<file path="src/rtl/sm2201_cycle_arbiter.sv">
// Round-robin arbiter and cycle sequencer sharing micro_program_automate between host (0) and poller (1).
// Define SM2201_ARB_TIMEOUT_EN to add the rdy watchdog and the sticky err flag.
module sm2201_cycle_arbiter #(
  parameter int unsigned SETUP_CYCLES   = 2,
  parameter int unsigned TIMEOUT_CYCLES = 1023
) (
  input  logic       clk,
  input  logic       reset,
  input  logic       host_req,
  input  logic [1:0] host_a,
  input  logic       host_w,
  output logic       host_ack,
  input  logic       poll_req,
  input  logic [1:0] poll_a,
  input  logic       poll_w,
  output logic       poll_ack,
  input  logic       ie_cfg,
  output logic [1:0] a,
  output logic       w,
  output logic       sel,
  output logic       ie,
  input  logic       rdy,
  output logic       busy,
  output logic       err,
  input  logic       err_clr
);

  // state   | meaning
  // IDLE    | no cycle owned, arbitrating pending requests
  // SETUP   | a/w latched and stable, sel low, counting SETUP_CYCLES
  // ACTIVE  | sel high, waiting for rdy
  // RELEASE | sel low, waiting for rdy to return low
  typedef enum logic [1:0] {ST_IDLE, ST_SETUP, ST_ACTIVE, ST_RELEASE} state_t;

  state_t     state_q;
  logic [1:0] a_q;
  logic       w_q;
  logic       sel_q;
  logic       ie_q;
  logic       host_ack_q;
  logic       poll_ack_q;
  logic       busy_q;
  logic       ptr_q;
  logic       owner_q;
  logic [3:0] setup_cnt_q;
  logic       win_poll;
  logic       to_expired;

  // ptr_q = 1 gives the poller priority when both requesters are pending
  assign win_poll = poll_req & (~host_req | ptr_q);

`ifdef SM2201_ARB_TIMEOUT_EN
  localparam logic [15:0] TO_LOAD = 16'(TIMEOUT_CYCLES - 1);

  logic [15:0] to_cnt_q;
  logic        err_q;
  logic        err_set;

  assign to_expired = (to_cnt_q == 16'd0);
  assign err_set    = to_expired &
                      (((state_q == ST_ACTIVE) & ~rdy) | ((state_q == ST_RELEASE) & rdy));

  // reloads on every entry into ACTIVE and RELEASE, so each phase gets its own full budget
  always_ff @(posedge clk or posedge reset) begin
    if (reset) begin
      to_cnt_q <= 16'd0;
      err_q    <= 1'b0;
    end else begin
      if ((state_q == ST_RELEASE) ||
          ((state_q == ST_ACTIVE) && !rdy && !to_expired)) begin
        to_cnt_q <= to_cnt_q - 16'd1;
      end else begin
        to_cnt_q <= TO_LOAD;
      end
      if (err_clr) begin
        err_q <= 1'b0;
      end else if (err_set) begin
        err_q <= 1'b1;
      end
    end
  end

  assign err = err_q;
`else
  logic [16:0] unused_cfg;

  assign unused_cfg = {err_clr, 16'(TIMEOUT_CYCLES)};
  assign to_expired = 1'b0;
  assign err        = 1'b0;
`endif

  always_ff @(posedge clk or posedge reset) begin
    if (reset) begin
      state_q     <= ST_IDLE;
      a_q         <= 2'd0;
      w_q         <= 1'b0;
      sel_q       <= 1'b0;
      ie_q        <= 1'b0;
      host_ack_q  <= 1'b0;
      poll_ack_q  <= 1'b0;
      busy_q      <= 1'b0;
      ptr_q       <= 1'b0;
      owner_q     <= 1'b0;
      setup_cnt_q <= 4'd0;
    end else begin
      ie_q       <= ie_cfg;
      host_ack_q <= 1'b0;
      poll_ack_q <= 1'b0;
      case (state_q)
        ST_IDLE: begin
          if (host_req | poll_req) begin
            a_q         <= win_poll ? poll_a : host_a;
            w_q         <= win_poll ? poll_w : host_w;
            owner_q     <= win_poll;
            ptr_q       <= ~win_poll;
            setup_cnt_q <= 4'(SETUP_CYCLES);
            busy_q      <= 1'b1;
            state_q     <= ST_SETUP;
          end
        end
        ST_SETUP: begin
          setup_cnt_q <= setup_cnt_q - 4'd1;
          if (setup_cnt_q == 4'd1) begin
            sel_q   <= 1'b1;
            state_q <= ST_ACTIVE;
          end
        end
        ST_ACTIVE: begin
          if (rdy | to_expired) begin
            sel_q      <= 1'b0;
            host_ack_q <= ~owner_q;
            poll_ack_q <= owner_q;
            state_q    <= ST_RELEASE;
          end
        end
        ST_RELEASE: begin
          if (!rdy || to_expired) begin
            busy_q  <= 1'b0;
            state_q <= ST_IDLE;
          end
        end
        default: begin
          sel_q   <= 1'b0;
          busy_q  <= 1'b0;
          state_q <= ST_IDLE;
        end
      endcase
    end
  end

  assign a        = a_q;
  assign w        = w_q;
  assign sel      = sel_q;
  assign ie       = ie_q;
  assign host_ack = host_ack_q;
  assign poll_ack = poll_ack_q;
  assign busy     = busy_q;

endmodule

</file>
<file path="config.mk">
export PLATFORM = sky130hd
export DESIGN_NAME = sm2201_cycle_arbiter
export DESIGN_NICKNAME = d
export VERILOG_FILES = /design/src/rtl/sm2201_cycle_arbiter.sv
export SDC_FILE = /design/constraint.sdc
export NUM_CORES = 1
export LEC_CHECK = 0
export CORE_MARGIN = 4
export CORE_UTILIZATION = 48
export CTS_CLUSTER_SIZE = 28
export DETAILED_ROUTE_END_ITERATION = 8
export PLACE_DENSITY_LB_ADDON = 0.08
export SLEW_MARGIN = 20
export SYNTH_ARGS = -nofsm -noshare
export SYNTH_HDL_FRONTEND = slang
export SYNTH_SLANG_ARGS = --single-unit
export TNS_END_PERCENT = 20
</file>
<file path="constraint.sdc">
create_clock -name clk -period 2 [get_ports clk]
set_clock_uncertainty 0.1 [all_clocks]
set_input_delay 0.6 -clock clk [delete_from_list [all_inputs] [get_ports clk]]
set_output_delay 0.6 -clock clk [all_outputs]
set_load 0.01 [all_outputs]
</file>
---- After elaboration in Yosys (flattened, before gate mapping) ----
Cells that the tools add are included.
cells by class
  div/mod/pow operators ................... 0
  $lt $le $gt $ge ......................... 0
  eq/ne operators ......................... 8
  add/subtract/negate cells ............... 1
  mux-type cells .......................... 19
  reduce and logical (&&, ||, !) cells .... 9
  shift operators ......................... 0
  bitwise logic cells ..................... 6
  $mul .................................... 0
operators with widths
  operator               number
  $mux W2                5
  $mux W1                9
  $ne A2 B2 Y1 const B   4
  $pmux W2 S4            1
  $pmux W4 S2            1
  $reduce_and A3 Y1      2
  $reduce_bool A2 Y1     3
  $eq A2 B2 Y1 const B   2
  $eq A4 B1 Y1 const B   1
  $mux W4                1
  $pmux W1 S2            2
  $reduce_and A2 Y1      2
  $reduce_and A4 Y1      1
  $sub A4 B1 Y4 const B  1
  $not A1 Y1             3
  $eq A2 B1 Y1 const B   1
  $logic_not A2 Y1       1
  $or A1 B1 Y1           2
  $and A1 B1 Y1          1
storage, ports and cells
  latch bits .............................. 0
  memories ................................ 0
  memory bits (writable) .................. 0
  bits in read-only memories .............. 0
  logic and storage cells ................. 54
  output and inout bits ................... 9
  register bits after elaboration ......... 16

---- Logic depth before layout (Yosys ltp) ----
Gate-level depths: netlist (run 1).
  depth after elaboration ................. 4
  gate-level depth with buffers ........... 6

---- Least setup slack after synthesis (run 1) ----
Ideal clock, no wire load.
  path type ............................... flip-flop to flip-flop
  start point ............................. register setup_cnt_q[1]
  end point ............................... register state_q[1]
  required time ........................... 1772 ps
  arrival ................................. 1541 ps
  buffers on the path ..................... 0
  slack ................................... 232 ps
  stages on the path, launching flop included .. 6
  cells stage by stage .................... dfrtp_1 inv_1 ha_1 or3b_4 a211oi_2 mux2_1
between the ends
  word-level cells in the longest chain between the ends .. 3
RTL lines
  element                             RTL line  RTL
  start, declared                     45        logic [3:0] setup_cnt_q;
  start signal, assigned              116       setup_cnt_q <= 4'(SETUP_CYCLES);
  start signal, assigned              122       setup_cnt_q <= setup_cnt_q - 4'd1;
  $eq A4 B1 Y1                        123       if (setup_cnt_q == 4'd1) begin
  $ne A2 B2 Y1 (no source line)       --
  $reduce_and A4 Y1 (no source line)  --
  end signal, assigned                118       state_q <= ST_SETUP;
  end signal, assigned                125       state_q <= ST_ACTIVE;
  end signal, assigned                133       state_q <= ST_RELEASE;
  end, declared                       35        state_t state_q;
No other way between the ends.
A chain may end at the register's enable or synchronous reset.

---- Worst setup path in the final report (run 1) ----
  start point ............................. input port rdy
  end point ............................... register state_q[1]
between the ends
  word-level cells in the longest chain between the ends .. 2
  elaborated cells between the ends (all ways) .. 3
  those cells by class .................... eq/ne: 2; reduce/logical: 1
RTL lines
  element                                 RTL line  RTL
  start, declared                         22        input logic rdy,
  $ne A2 B2 Y1 (no source line)           --
  $reduce_and A4 Y1 (no source line) (*)  --
  end signal, assigned                    94        state_q <= ST_IDLE;
  end signal, assigned                    118
  end signal, assigned                    125
Every way passes the cells marked *; elsewhere a longest branch is shown, timed or not.

==> results of run 1 <==
-- cell type report --
class                   count  area [µm²]
multi-input cells          61         452
flip-flops and latches     16         400
clock buffers               4        36.3
inverters                  10        37.5
well taps                  25        31.3
fillers                   154         557
repair buffers             27         250
-- critical path, cell delays in order --
cell             delay, ns
clkdlybuf4s50_1       0.49
mux2_2                0.35
a211oi_2              0.20
mux2_1                0.34
-- metrics by stage --
step	instances	power [µW]	cell area, µm²	hold slack, ns
2_1_floorplan	91	1090	910	0.351
3_3_place_gp	139	1370	1170	0.366
3_5_place_dp	139	1400	1170	0.381
4_1_cts	143	1620	1210	0.396
5_1_grt	143	1750	1210	0.406
6_report	143	1600	1210	0.395
-- worst paths after layout --
| kind | to | slack [ns] | cells after the start |
|---|---|---|---|
| max | state_q[1] | 0.09 | 4 |
| min | ptr_q | 0.40 | 1 |
| max reg2reg | state_q[1] | 0.17 | 5 |
| min reg2reg | ptr_q | 0.40 | 1 |
| max in group asynchronous | state_q[1] | 1.10 | 3 |
| min in group asynchronous | w | 0.51 | 3 |
-- cell usage after synthesis, types with 2 or more instances --
master | n | share of area
inv_1 | 10 | 0.041
nand3b_1 | 4 | 0.033
mux2i_1 | 2 | 0.022
ha_1 | 7 | 0.096
nor3b_1 | 3 | 0.025
o21ai_0 | 6 | 0.033
nor3_1 | 2 | 0.011
o21a_1 | 2 | 0.017
nor2_1 | 6 | 0.025
dfrtp_1 | 16 | 0.44
a21oi_1 | 3 | 0.017
and3_1 | 3 | 0.021
a31oi_1 | 4 | 0.028
clkbuf_1 | 2 | 0.0083
-- routing by layer --
layer,up-vias,wire length [µm],GRT usage
met5,-,0,0
met4,0,14,0.0393
met3,2,86,0.0287
met2,13,878,0.267
met1,339,814,0.202
li1,371,-,-
-- cell families (layout without fill, tap and decap cells) --
logic type / count (synthesis) / in the layout / synth area share
and+or+nand+nor: 27 / 27 / 0.187
AOI/OAI and AO/OA: 22 / 22 / 0.162
DFF: 16 / 16 / 0.440
buffers and inverters: 14 / 41 / 0.0633
adders and majority gates: 7 / 7 / 0.0963
muxes: 4 / 4 / 0.0468
other: 1 / 1 / 0.00412
-- cells in the final DEF, fill, tap and decap left out, types with 2 or more instances in the layout --
cell type and count:
and3_1 3, inv_1 10, buf_4 8, nor2_1 6
clkbuf_4 3, ha_1 7, clkdlybuf4s50_1 19, a21oi_1 3
nand3b_1 4, dfrtp_1 16, nor3_1 2, o21ai_0 6
nor3b_1 3, a31oi_1 4, o21a_1 2, mux2i_1 2
-- power groups by stage --
stage                     Sequential (µW)  Combinational (µW)  Clock (µW)
after floorplan                       577                 514           0
after global placement                557                 814           0
after detailed placement              563                 837           0
after CTS                             556                 841         222
after global routing                  581                 935         235
final                                 556                 833         214
-- registers in the layout (all words and copies together), names as in the netlist --
name / count
a: 2
busy: 1
host_ack: 1
ie: 1
owner_q: 1
poll_ack: 1
ptr_q: 1
sel: 1
setup_cnt_q: 4
state_q: 2
w: 1
==> results.md, run 1 <==
* Status: completed
* Final core occ at 0.684
* Initial antenna violation count at 0
* Vias at roughly 730
* Layout area overhead at 32.7%
* Full die area at approximately 0.0027 mm²
* 1st-pass router iterations at 3
* Dpl hpwl at 1.33 mm
* Crit. End Element: flip-flop
* WL final at 1.79 mm
* # DRC at 0
* Post-CTS Resized at 0
* Min-delay src: ptr_q
* Die width at 51.5 µm
* Number of synthesis warnings at 0
* Most common flop cell mapped by yosys: dfrtp_1
* Starting Density at 0.516
* Setup CP Type: in2reg
* Layout cells sized above 1 at 0.136
* Pin count of the biggest net entering global routing at 17
* Vias in the first global route at 736
* Combinational share of power at 0.520
* Post-synth EDFFs at 0
* Worst Setup Start Kind: primary input
* Gr usage total at 0.156
* CTS tree: yes
* Setup tns final at 0 ns
* Place WS at -0.211 ns
* CTS Root Cell: clkbuf_4
* Final Wtd Congestion at around 0.8
* RSZ-0062 raised after global routing: false
* Seq/Total Area, Yosys at 0.440
* Synthesized area per cell at 10.0 µm²
* Worst skew pair latency at approximately 0.28 ns
* Hold_buf cts at 0
* Pint at 1020 µW
* Syn Inst Count at a little over 90
* Pwr Density at 1330 mW/mm²
* DRT iter0 DRCs at 7
* Switching power at 587 µW
* Worst-path clk slew at 0.10 ns
* Netlist cell types at 35
* LEAKAGE at 0.000554 µW
* VDD IR max at 905 µV
* Fmax at approximately 0.52 GHz
* TritonCTS Sinks at 16
* Final hold viol count at 0
* Worst r2r src: setup_cnt_q[1]
* Required time worst endpoint at about 2.1 ns
* Total grt overflow at 0
* WP data arrival at 1.98 ns
* Syn Std Cell Area at just over 900 µm²
* Avg WL per Cell at 12.5 µm
* Switch share at 0.366
* CTS max path bufs at 2
* #FFs+latches synth at 16
* IO Pins at 22
* Max Cap Viol at 0
* H-tree Lvls at 1
* Setup Fix Bufs, Post-CTS at 0
* Final WS setup at 0.0936 ns
* Final Critical Period at 1.91 ns
* DR vias/cell at 5.07
* Asr flop ratio synth at 1.00
* Worst hold-check path type: reg2reg
* Core ar. at 0.00176 mm²
* Seq pwr share at 0.347
* Crit. Startpoint: rdy
* I/O Buffers at 19
* Mapped Nets at 111
* Max-slew violations at 0
* First-pass GRT wire length at roughly 3.2 mm
* Fin nets at around 140
* Final ANT Viol Nets at 0
* Final setup violation count at 0
* Clk pwr share at 0.134
* CP max FO at 2
* Ant diodes at 0
* Cell Rows at 15
* Die height at between 50 and 60 µm
* Inserted Clock Buffers at 3
* Tcrit/Tclk final at 0.953
(Power assumes the default switching activity.)
==> inputs of run 2 (changes only) <==
--- a/config.mk
+++ b/config.mk
@@ -5,6 +5,7 @@
 export SDC_FILE = /design/constraint.sdc
 export NUM_CORES = 1
 export LEC_CHECK = 0
+export CORE_ASPECT_RATIO = 0.7
 export CORE_MARGIN = 4
 export CORE_UTILIZATION = 48
 export CTS_CLUSTER_SIZE = 28
==> results.md, run 2 (synthesis results as in run 1) <==
* WL final at around 2 mm
* Largest stage delay, worst path at 0.50 ns
* 1st-pass router iterations at 4
* Dpl hpwl at 1.48 mm
* Pin count of the biggest net entering global routing at 17
* Crit path to: state_q[1]
* Footprint of the multi-input gates at 459 µm²
* Status: completed
* Final Critical Period at between 1.5 and 2 ns
* Reg area at 400 µm²
* Slowest cell on the critical path: clkdlybuf4s50_1
* Required time worst endpoint at approximately 2.1 ns
* Commonest cells after routing, fill and taps aside: clkdlybuf4s50_1, dfrtp_1, inv_1, ha_1, buf_4
* VDD IR max at around 840 µV
* CP max FO at 2
* Worst hold-check path type: reg2reg
* Crit. End Element: flip-flop
* Full die area at 0.00267 mm²
* Worst hold slack at 0.401 ns
* Vias at 748
* Die height at about 44 µm
* Initial antenna violation count at 0
* Worst-path clk slew at around 0.1 ns
* CTS tree: yes
* Worst skew pair latency at 0.29 ns
* WP data arrival at 2.00 ns
* Final setup violation count at 0
* Max-slew violations at 0
* Max Cap Viol at 0
* Layout area overhead at 32.2%
* Hold_buf cts at 0
* Vias in the first global route at 785
* Inserted Clock Buffers at 3
* Largest register FFs at 4
* Worst r2r src: setup_cnt_q[1]
* First-pass GRT wire length at 3.55 mm
* # DRC at 0
* CTS max path bufs at 2
* Avg WL per Cell at 14.5 µm
* Reg-to-reg slack, setup at 0.16 ns
* TritonCTS Sinks at 16
* Tcrit/Tclk final at 0.958
* Worst Setup Start Kind: primary input
* CP Cell Sequence: clkdlybuf4s50_1 > mux2_2 > a211oi_4 > mux2_1
* Ant diodes at 0
* Fmax at 0.522 GHz
* IO Pins at 22
* Core ar. at 0.00168 mm²
* CTS Root Cell: clkbuf_4
* Pwr Density at 1370 mW/mm²
* Gr usage total at 0.181
* Final Wtd Congestion at 0.724
* Final WS setup at 0.0831 ns
* Setup tns final at 0 ns
* RR Endpoint: state_q[1]
* Most flop-heavy register: setup_cnt_q
* Total grt overflow at 0
* Die width at 60.0 µm
* Final ANT Viol Nets at 0
* DRT iter0 DRCs at 22
* Final hold viol count at 0
* I/O Buffers at 19
* DR vias/cell at 5.42
* Fill count at around 120
* Cell Rows at 12
* RSZ-0062 raised after global routing: false
* LEAKAGE at 0.000551 µW
* Fin nets at about 140
* Crit. Startpoint: rdy
* FF-to-FF path depth at 5
* H-tree Lvls at 1
* Layout cells sized above 1 at 0.128
* Starting Density at 0.541
* Commonest non-fill, non-tap cell in the layout: clkdlybuf4s50_1
* Setup CP Type: in2reg
* Place WS at -0.250 ns
* Final core occ at 0.715
==> run 2: cell types whose count changed in the layout (fill, tap and decap cells not counted), sizes merged <==
| cell | previous run | this run |
|---|---|---|
| buf | 8 | 7 |
==> run 2: report_power, final <==
group,internal [µW],switching [µW]
clock network,111,106
logic,449,411
registers,462,103
total,1020,620
==> run 2: cell type report <==
class / instances / area share
well taps: 21 / 0.0219
clock buffers: 4 / 0.0302
flip-flops and latches: 16 / 0.333
repair buffers: 26 / 0.202
multi-input cells: 61 / 0.382
inverters: 10 / 0.0312
==> run 2: metal layers <==
layer,track usage,vias up,routed length (µm)
met2,0.310,22,935
met5,0,-,0
met1,0.223,352,925
met3,0.0554,4,121
li1,-,370,-
met4,0.0398,0,17
==> run 2: worst min-delay path by stage <==
| stage | start | endpoint | slack, ns | depth (start not counted) |
|---|---|---|---|---|
| 5_1_grt | ptr_q | ptr_q | 0.45 | 1 |
| 2_1_floorplan | ptr_q | ptr_q | 0.35 | 1 |
| 3_3_place_gp | ptr_q | ptr_q | 0.37 | 1 |
| 3_5_place_dp | ptr_q | ptr_q | 0.38 | 1 |
| 4_1_cts | ptr_q | ptr_q | 0.40 | 1 |
| 6_report | ptr_q | ptr_q | 0.40 | 1 |
==> run 2: per-stage QoR <==
step                instance area (µm²)  power, µW  cells
floorplan                           910       1090     91
global placement                   1160       1360    134
detailed placement                 1160       1410    134
CTS                                1190       1640    138
global route                       1200       1810    138
finish                             1200       1640    138
==> run 2: critical path: cells and delay by family <==
kind	cells	cell delay (ns)
mux	2	0.70
buf+inv	1	0.50
compound gates	1	0.20
==> run 2: what timing repair did <==
action / in CTS / in global routing
endpoints found under the setup margin: 0 / 1
buffers inserted: 0 / 0
gates resized for setup: 0 / 1
